===== config.mk =====
export PLATFORM = sky130hd
export DESIGN_NAME = shapool_job_loader_flat
export DESIGN_NICKNAME = d
export VERILOG_FILES = /design/src/rtl/shapool_pkg.sv /design/src/rtl/shapool_job_loader_if.sv /design/src/rtl/shapool_frame_rx.sv /design/src/rtl/shapool_job_loader.sv /design/src/flat_wrapper.sv
export SDC_FILE = /design/constraint.sdc
export NUM_CORES = 2
export LEC_CHECK = 0
export BUFFER_PORTS_ARGS = -buffer_cell sky130_fd_sc_hd__buf_4
export CAP_MARGIN = 20
export CELL_PAD_IN_SITES_DETAIL_PLACEMENT = 0
export CELL_PAD_IN_SITES_GLOBAL_PLACEMENT = 1
export CORE_MARGIN = 2
export CORE_UTILIZATION = 46
export CTS_BUF_LIST = sky130_fd_sc_hd__clkbuf_8
export DETAILED_ROUTE_END_ITERATION = 8
export PLACE_DENSITY = 0.88
export SYNTH_ARGS = -nofsm -noshare
export SYNTH_HDL_FRONTEND = slang
export SYNTH_SLANG_ARGS = --single-unit

===== constraint.sdc =====
create_clock -name i_clk -period 6.6 [get_ports i_clk]
set_input_delay 0.66 -clock i_clk [delete_from_list [all_inputs] [get_ports i_clk]]
set_output_delay 0.66 -clock i_clk [all_outputs]
set_load 0.01 [all_outputs]

===== src/rtl/shapool_pkg.sv =====
// Shared definitions for the shapool job loader: frame geometry, field widths and
// the loader state encoding.
package shapool_pkg;

   localparam int unsigned JOB_FRAME_BYTES = 46;
   localparam int unsigned FRAME_W         = JOB_FRAME_BYTES * 8;
   localparam int unsigned BYTE_CNT_W      = 6;

   localparam int unsigned SHA_STATE_W = 256;
   localparam int unsigned MSG_HEAD_W  = 96;
   localparam int unsigned DIFF_W      = 8;
   localparam int unsigned NONCE_W     = 32;

   typedef enum logic [1:0] {
      StLoad,
      StPrime,
      StRun,
      StDone
   } loader_state_e;

endpackage


===== src/rtl/shapool_job_loader_if.sv =====
// Job frame byte stream plus result readback handshake between a host and the loader.
interface shapool_job_loader_if;
   import shapool_pkg::*;

   logic [7:0]         rx_data;
   logic               rx_valid;
   logic               rx_ready;
   logic               result_ack;
   logic               result_valid;
   logic               result_found;
   logic [NONCE_W-1:0] result_nonce;

   modport master (
      output rx_data, rx_valid, result_ack,
      input  rx_ready, result_valid, result_found, result_nonce
   );

   modport slave (
      input  rx_data, rx_valid, result_ack,
      output rx_ready, result_valid, result_found, result_nonce
   );

endinterface


===== src/rtl/shapool_frame_rx.sv =====
// Byte counter and assembly shift register for the 46-byte job frame. The final byte
// is merged combinationally so the whole frame is presented in its transfer cycle.
module shapool_frame_rx
   import shapool_pkg::*;
(
   input  logic               i_clk,
   input  logic               i_reset,
   input  logic               i_clear,
   input  logic               i_xfer,
   input  logic [7:0]         i_byte,
   output logic               o_frame_done,
   output logic [FRAME_W-1:0] o_frame
);

   localparam logic [BYTE_CNT_W-1:0] LastByte = BYTE_CNT_W'(JOB_FRAME_BYTES - 1);

   logic [FRAME_W-9:0]    r_asm;
   logic [BYTE_CNT_W-1:0] r_byte_cnt;
   logic                  w_last;

   assign w_last       = (r_byte_cnt == LastByte);
   assign o_frame_done = i_xfer && w_last;
   assign o_frame      = {r_asm, i_byte};

   always_ff @(posedge i_clk) begin
      if (i_reset || i_clear) begin
         r_asm      <= '0;
         r_byte_cnt <= '0;
      end else if (i_xfer) begin
         r_asm      <= {r_asm[FRAME_W-17:0], i_byte};
         r_byte_cnt <= w_last ? '0 : r_byte_cnt + 1'b1;
      end
   end

endmodule


===== src/rtl/shapool_job_loader.sv =====
// Upstream control for shapool: assembles a job frame, pulses the pool through reset,
// supervises the search with a cycle timeout and holds the result until acknowledged.
module shapool_job_loader
   import shapool_pkg::*;
#(
   parameter int unsigned TIMEOUT_CYCLES = 6400,
   parameter int unsigned TIMEOUT_WIDTH  = 32
) (
   input  logic                   i_clk,
   input  logic                   i_reset,
   input  logic                   i_abort,
   shapool_job_loader_if.slave    bus,
   output logic [SHA_STATE_W-1:0] o_sha_state,
   output logic [MSG_HEAD_W-1:0]  o_message_head,
   output logic [DIFF_W-1:0]      o_difficulty,
   output logic [7:0]             o_nonce_start_msb,
   output logic                   o_pool_reset_n,
   input  logic                   i_pool_success,
   input  logic [NONCE_W-1:0]     i_pool_nonce
);

   loader_state_e r_state, w_state_next;

   logic [TIMEOUT_WIDTH-1:0] r_cycle_cnt;
   logic [SHA_STATE_W-1:0]   r_sha_state;
   logic [MSG_HEAD_W-1:0]    r_message_head;
   logic [DIFF_W-1:0]        r_difficulty;
   logic [7:0]               r_nonce_start_msb;
   logic                     r_result_valid;
   logic                     r_result_found;
   logic [NONCE_W-1:0]       r_result_nonce;

   logic               w_rx_ready;
   logic               w_pool_reset_n;
   logic               w_xfer;
   logic               w_frame_done;
   logic [FRAME_W-1:0] w_frame;
   logic               w_timeout;

   // A byte offered alongside abort is dropped even though rx_ready is high.
   assign w_xfer    = bus.rx_valid && w_rx_ready && !i_abort;
   assign w_timeout = (r_cycle_cnt == TIMEOUT_WIDTH'(TIMEOUT_CYCLES - 1));

   shapool_frame_rx u_frame_rx (
      .i_clk        (i_clk),
      .i_reset      (i_reset),
      .i_clear      (i_abort),
      .i_xfer       (w_xfer),
      .i_byte       (bus.rx_data),
      .o_frame_done (w_frame_done),
      .o_frame      (w_frame)
   );

   always_ff @(posedge i_clk) begin
      if (i_reset) begin
         r_state <= StLoad;
      end else begin
         r_state <= w_state_next;
      end
   end

   always_comb begin
      w_state_next = r_state;
      if (i_abort) begin
         w_state_next = StLoad;
      end else begin
         unique case (r_state)
            StLoad:  if (w_frame_done) w_state_next = StPrime;
            StPrime: w_state_next = StRun;
            StRun:   if (i_pool_success || w_timeout) w_state_next = StDone;
            StDone:  if (bus.result_ack) w_state_next = StLoad;
            default: w_state_next = StLoad;
         endcase
      end
   end

   always_comb begin
      w_rx_ready     = (r_state == StLoad) && !i_reset;
      w_pool_reset_n = (r_state == StRun);
   end

   always_ff @(posedge i_clk) begin
      if (i_reset) begin
         r_cycle_cnt       <= '0;
         r_sha_state       <= '0;
         r_message_head    <= '0;
         r_difficulty      <= '0;
         r_nonce_start_msb <= '0;
         r_result_valid    <= 1'b0;
         r_result_found    <= 1'b0;
         r_result_nonce    <= '0;
      end else begin
         if (w_frame_done) begin
            r_sha_state       <= w_frame[FRAME_W-1 -: SHA_STATE_W];
            r_message_head    <= w_frame[FRAME_W-SHA_STATE_W-1 -: MSG_HEAD_W];
            r_difficulty      <= w_frame[15:8];
            r_nonce_start_msb <= w_frame[7:0];
         end
         if (r_state == StPrime) begin
            r_cycle_cnt <= '0;
         end else if (r_state == StRun) begin
            r_cycle_cnt <= r_cycle_cnt + 1'b1;
         end
         r_result_valid <= (w_state_next == StDone);
         // Success wins over a coincident timeout.
         if (r_state == StRun && w_state_next == StDone) begin
            r_result_found <= i_pool_success;
            r_result_nonce <= i_pool_success ? i_pool_nonce : '0;
         end
      end
   end

   assign bus.rx_ready     = w_rx_ready;
   assign bus.result_valid = r_result_valid;
   assign bus.result_found = r_result_found;
   assign bus.result_nonce = r_result_nonce;

   assign o_sha_state       = r_sha_state;
   assign o_message_head    = r_message_head;
   assign o_difficulty      = r_difficulty;
   assign o_nonce_start_msb = r_nonce_start_msb;
   assign o_pool_reset_n    = w_pool_reset_n;

endmodule


===== src/flat_wrapper.sv =====
// flat-port wrapper written by rule: the top's interface ports become plain ports
module shapool_job_loader_flat import shapool_pkg::*;
#(
   parameter int unsigned TIMEOUT_CYCLES = 6400,
   parameter int unsigned TIMEOUT_WIDTH  = 32
)
  (i_clk, i_reset, i_abort, o_sha_state, o_message_head, o_difficulty, o_nonce_start_msb, o_pool_reset_n, i_pool_success, i_pool_nonce, bus_rx_data, bus_rx_valid, bus_result_ack, bus_rx_ready, bus_result_valid, bus_result_found, bus_result_nonce);
  shapool_job_loader_if bus_i ();
  input  logic i_clk;
  input  logic i_reset;
  input  logic i_abort;
  output logic [SHA_STATE_W-1:0] o_sha_state;
  output logic [MSG_HEAD_W-1:0] o_message_head;
  output logic [DIFF_W-1:0] o_difficulty;
  output logic [7:0] o_nonce_start_msb;
  output logic o_pool_reset_n;
  input  logic i_pool_success;
  input  logic [NONCE_W-1:0] i_pool_nonce;
  input wire logic [$bits(bus_i.rx_data)-1:0] bus_rx_data;
  input wire logic [$bits(bus_i.rx_valid)-1:0] bus_rx_valid;
  input wire logic [$bits(bus_i.result_ack)-1:0] bus_result_ack;
  output wire logic [$bits(bus_i.rx_ready)-1:0] bus_rx_ready;
  output wire logic [$bits(bus_i.result_valid)-1:0] bus_result_valid;
  output wire logic [$bits(bus_i.result_found)-1:0] bus_result_found;
  output wire logic [$bits(bus_i.result_nonce)-1:0] bus_result_nonce;
  assign bus_i.rx_data = bus_rx_data;
  assign bus_i.rx_valid = bus_rx_valid;
  assign bus_i.result_ack = bus_result_ack;
  assign bus_rx_ready = bus_i.rx_ready;
  assign bus_result_valid = bus_i.result_valid;
  assign bus_result_found = bus_i.result_found;
  assign bus_result_nonce = bus_i.result_nonce;
  shapool_job_loader #(.TIMEOUT_CYCLES(TIMEOUT_CYCLES), .TIMEOUT_WIDTH(TIMEOUT_WIDTH)) u_core (.i_clk(i_clk), .i_reset(i_reset), .i_abort(i_abort), .bus(bus_i), .o_sha_state(o_sha_state), .o_message_head(o_message_head), .o_difficulty(o_difficulty), .o_nonce_start_msb(o_nonce_start_msb), .o_pool_reset_n(o_pool_reset_n), .i_pool_success(i_pool_success), .i_pool_nonce(i_pool_nonce));
endmodule

==> results.txt <==
Post-CTS repair changed the size of 0 cells. The TritonCTS clock tree is done. The headroom to the max-slew limit is 15.8%. The area of the core is 0.0605 mm2. The met1 layer usage reported by global route is 31.0%. The placer's final routability congestion estimate came out at roughly 0.8. By area the synthesized netlist is led by dfxtp_1 (57%), nand2_1 (20%), a21oi_1 (13%), clkbuf_1 (2.5%), buf_6 (1.4%). The power consumption is 9.14 mW. For this design the ratio of total power to cell area is 269 mW/mm2. The final number of max-transition violations was 0. The largest area contributor in the synthesized netlist is dfxtp_1.

Clock-pin slew was measured on the worst setup and hold paths at 60 ps. In this run the most critical hold path is launched from bus_result_ack. The post-synthesis async set-or-reset flop share is 0%. The floorplan die height is around 250 um. After detailed routing, the number of remaining DRC violations is 0. Entering global routing, the biggest net connects 223 pins.

After global routing, the most crowded layer is met2. The die covers around 0.063 mm2. The data arrival time of the critical path came out at 3720 ps. The mean instance size in the synthesized netlist came out at 8.01 um2. The worst IR drop on VDD came out at 0.000185 V. Among cell families on the critical path, the largest total delay comes from simple AND/OR/NAND/NOR gates. Setup repair after global routing left no endpoint under its margin. The die extent in x is 252 um. The share of post-route cells with drive strength above 1 came out at roughly 16%. The leakage power total is 11.9 nW. The row count came out at 90. Wires add up to 77400 um. The path class of the tightest hold or removal check is primary input to flip-flop. The largest fanout on the critical path came out at 203.

By instance count, the leading cell after synthesis is nand2_1. The post-synthesis cell count is 3518. The flow ran to the end, and the final reports show no timing, DRC or antenna violations. The number of nets in the layout came out at 3902. The total iterations of the first detailed-routing run is 5. The transition at the pin with the smallest max-transition slack is 1260 ps. The register-to-register setup slack came out at roughly 3500 ps. The total of endpoints with negative setup slack in the final report is 0.

The shortest clock period the worst path allows after layout came out at 3050 ps. The post-synthesis register bit count is 802. Counting along the longest clock path gives a buffer depth of 3. The total number of clock tree sinks came out at about 800. Max-cap violations in this run came to 0. The number of buffers inserted during clock tree synthesis is 133.

The signal on the critical path passes through or3b_4 -> nor4_4 -> buf_12 -> nand2_1 -> a21oi_1. The sum of buffers and inverters on the critical path came out at 1. After legalization and detailed placement, the total HPWL measured 46700 um. Input and output buffers added on the ports amount to 449. Counting instances in the post-synthesis netlist gives the leading cell types as nand2_1 (1472), dfxtp_1 (802), a21oi_1 (753).

The routed wirelength normalized by instance count is between 15 and 20 um. The startpoint kind of the worst setup timing path is a flip-flop. The global routing usage on met2 came out at 37.1%. The top cell type by area accounts for 56.9% of the synthesized area. The worst hold path cell count came out at 2. The wire length of the first global-routing pass came out at 121000 um.

The all-layer global routing usage is a little under a quarter. Counting flops with a built-in enable in the synthesized netlist gives 0. The required time reported for the critical path endpoint is 7270 ps. The worst stage delay on the critical path is approximately 700 ps. The worst register-to-register path ends at u_core.o_sha_state[180]$_SDFFE_PP0P_.

The distinct cell type count of the synthesized netlist came out at 42. The share of the yosys chip area belonging to registers came out at 56.9%. Setup total negative slack on the finished layout was measured at 0 ps. The kind of critical path is flip-flop to flip-flop. The DRC violation total after the first TritonRoute iteration came out at 1693.

The post-synthesis cell area came out at roughly 0.028 mm2. The fraction of the cycle the final worst path needs is between 40% and 50%. The clock insertion delay at the later pin of the skew report is 760 ps. The largest individual stage delay along the critical path comes from the cell or3b_4. The number of vias after detailed routing came out at around 24k. The number of buffers inserted to repair setup after CTS came out at 0.

The starting density of the core came out at 46.6%. Compared with the post-synthesis result, the final layout area differs by 20.4%. The number of nets in the synthesized netlist is 3567. The worst-case hold slack is 117 ps.

Among all flip-flop cells after synthesis, the most frequent one is dfxtp_1. The number of antenna violations at the first check in global routing is 2. The aggregate global routing overflow is 0. Static timing analysis puts the maximum clock frequency at 328 MHz. During I/O placement, the number of pins put on the boundary was 450. The critical path capture point type is a flip-flop. The setup clock skew after layout is 19.3 ps. The number of warning messages in the yosys log is 0. For hold timing, the worst endpoint is u_core.r_state[1]$_SDFF_PP0_. CTS placed an instance of clkbuf_8 at the clock tree root. In this run the critical register-to-register path is launched from u_core.r_state[1]$_SDFF_PP0_. The number of routed nets with antenna violations is 0. The count of endpoints failing hold in the final timing report was 0.

The number of global-route vias before repair came out at 22.4k. For met3 alone, demand over resource in global routing was under 10%. The number of cell instances on the worst register-to-register path is 5. Dividing the detail-routed via count by the number of cells gives a little over 5. The number of H-tree levels came out at 4. The number of buffers inserted for hold repair after clock tree synthesis is 0.
-- through the flow --
step	instances	util [%]	cell area [um2]	worst slack, ps
after floorplan	3518	-	28200	4260
after global placement	4500	52.1	31500	3450
after detailed placement	4500	52.1	31500	3410
after CTS	4719	56.1	33900	3710
after global routing	4721	56.1	34000	3460
final	4721	56.1	34000	3550
-- cells by family after synthesis --
family | after synthesis | synth area share, %
XOR/XNOR | 11 | 0.342
multiplexers | 33 | 1.17
AND/OR/NAND/NOR | 1615 | 22.6
buffers and inverters | 271 | 4.71
adder cells (fa/ha/maj) | 3 | 0.133
flip-flops | 802 | 56.9
AO/OA/AOI/OAI | 783 | 14.1
-- where the power goes --
group	internal [mW]	total, mW	switching [mW]
Clock	2.19	4.10	1.91
Sequential	4.84	4.85	0.00222
Combinational	0.0311	0.196	0.165
Total	7.06	9.14	2.08
-- state kept, by name, indices dropped and copies added (netlist names) --
register	cells
u_core.u_frame_rx.r_byte_cnt	6
u_core.bus.result_valid	1
u_core.bus.result_nonce	32
u_core.o_message_head	96
u_core.o_nonce_start_msb	8
u_core.u_frame_rx.r_asm	360
u_core.o_sha_state	256
u_core.o_difficulty	8
u_core.r_cycle_cnt	32
u_core.bus.result_found	1
u_core.r_state	2
-- worst max path at each step --
stage	endpoint	slack, ps	from	cells after the start
floorplan	u_core.o_difficulty[0]$_SDFFE_PP0P_	4260	i_reset	8
CTS	u_core.o_sha_state[72]$_SDFFE_PP0P_	3710	u_core.r_state[1]$_SDFF_PP0_	5
global placement	u_core.o_sha_state[141]$_SDFFE_PP0P_	3450	i_reset	6
global route	u_core.o_sha_state[72]$_SDFFE_PP0P_	3460	u_core.r_state[1]$_SDFF_PP0_	5
finish	u_core.o_sha_state[180]$_SDFFE_PP0P_	3550	u_core.r_state[1]$_SDFF_PP0_	5
detailed placement	u_core.o_sha_state[126]$_SDFFE_PP0P_	3410	i_reset	6
-- layout by cell type (no fill, tap or decap), types with 4 or more instances in the layout --
| cell | instances |
|---|---|
| dfxtp_1 | 802 |
| o31ai_1 | 11 |
| xor2_1 | 7 |
| buf_12 | 8 |
| nor2_1 | 17 |
| inv_1 | 54 |
| nand3_1 | 12 |
| o21ai_0 | 12 |
| nor3_1 | 40 |
| and4_1 | 5 |
| or3_1 | 11 |
| a21oi_1 | 753 |
| clkbuf_8 | 158 |
| clkinv_2 | 6 |
| nand4_1 | 17 |
| buf_4 | 458 |
| nand2_1 | 1472 |
| xnor2_1 | 4 |
| nor4_1 | 7 |
| or4_1 | 14 |
| mux2i_1 | 33 |
-- cell type report --
class | instances | area [um2]
multi-input cells | 2445 | 10800
flip-flops and latches | 802 | 16100
inverters | 4 | 15.0
clock inverters | 61 | 279
repair buffers | 467 | 3610
diodes | 2 | 5.00
clock buffers | 158 | 2170
well taps | 782 | 978
fillers | 5816 | 26500
-- worst reg2reg max path: stages (launching register included) --
cell	delay (ps)
dfxtp_1	410
or3b_4	700
nor4_4	540
buf_12	510
nand2_1	640
a21oi_1	160
-- metal layers --
metal | routed length (um) | share of wire [%]
met1 | 35000 | 45
met5 | 0 | 0
met3 | 4610 | 6.0
met2 | 35600 | 46
met4 | 2260 | 2.9
Power figures use the tool's default switching activity.
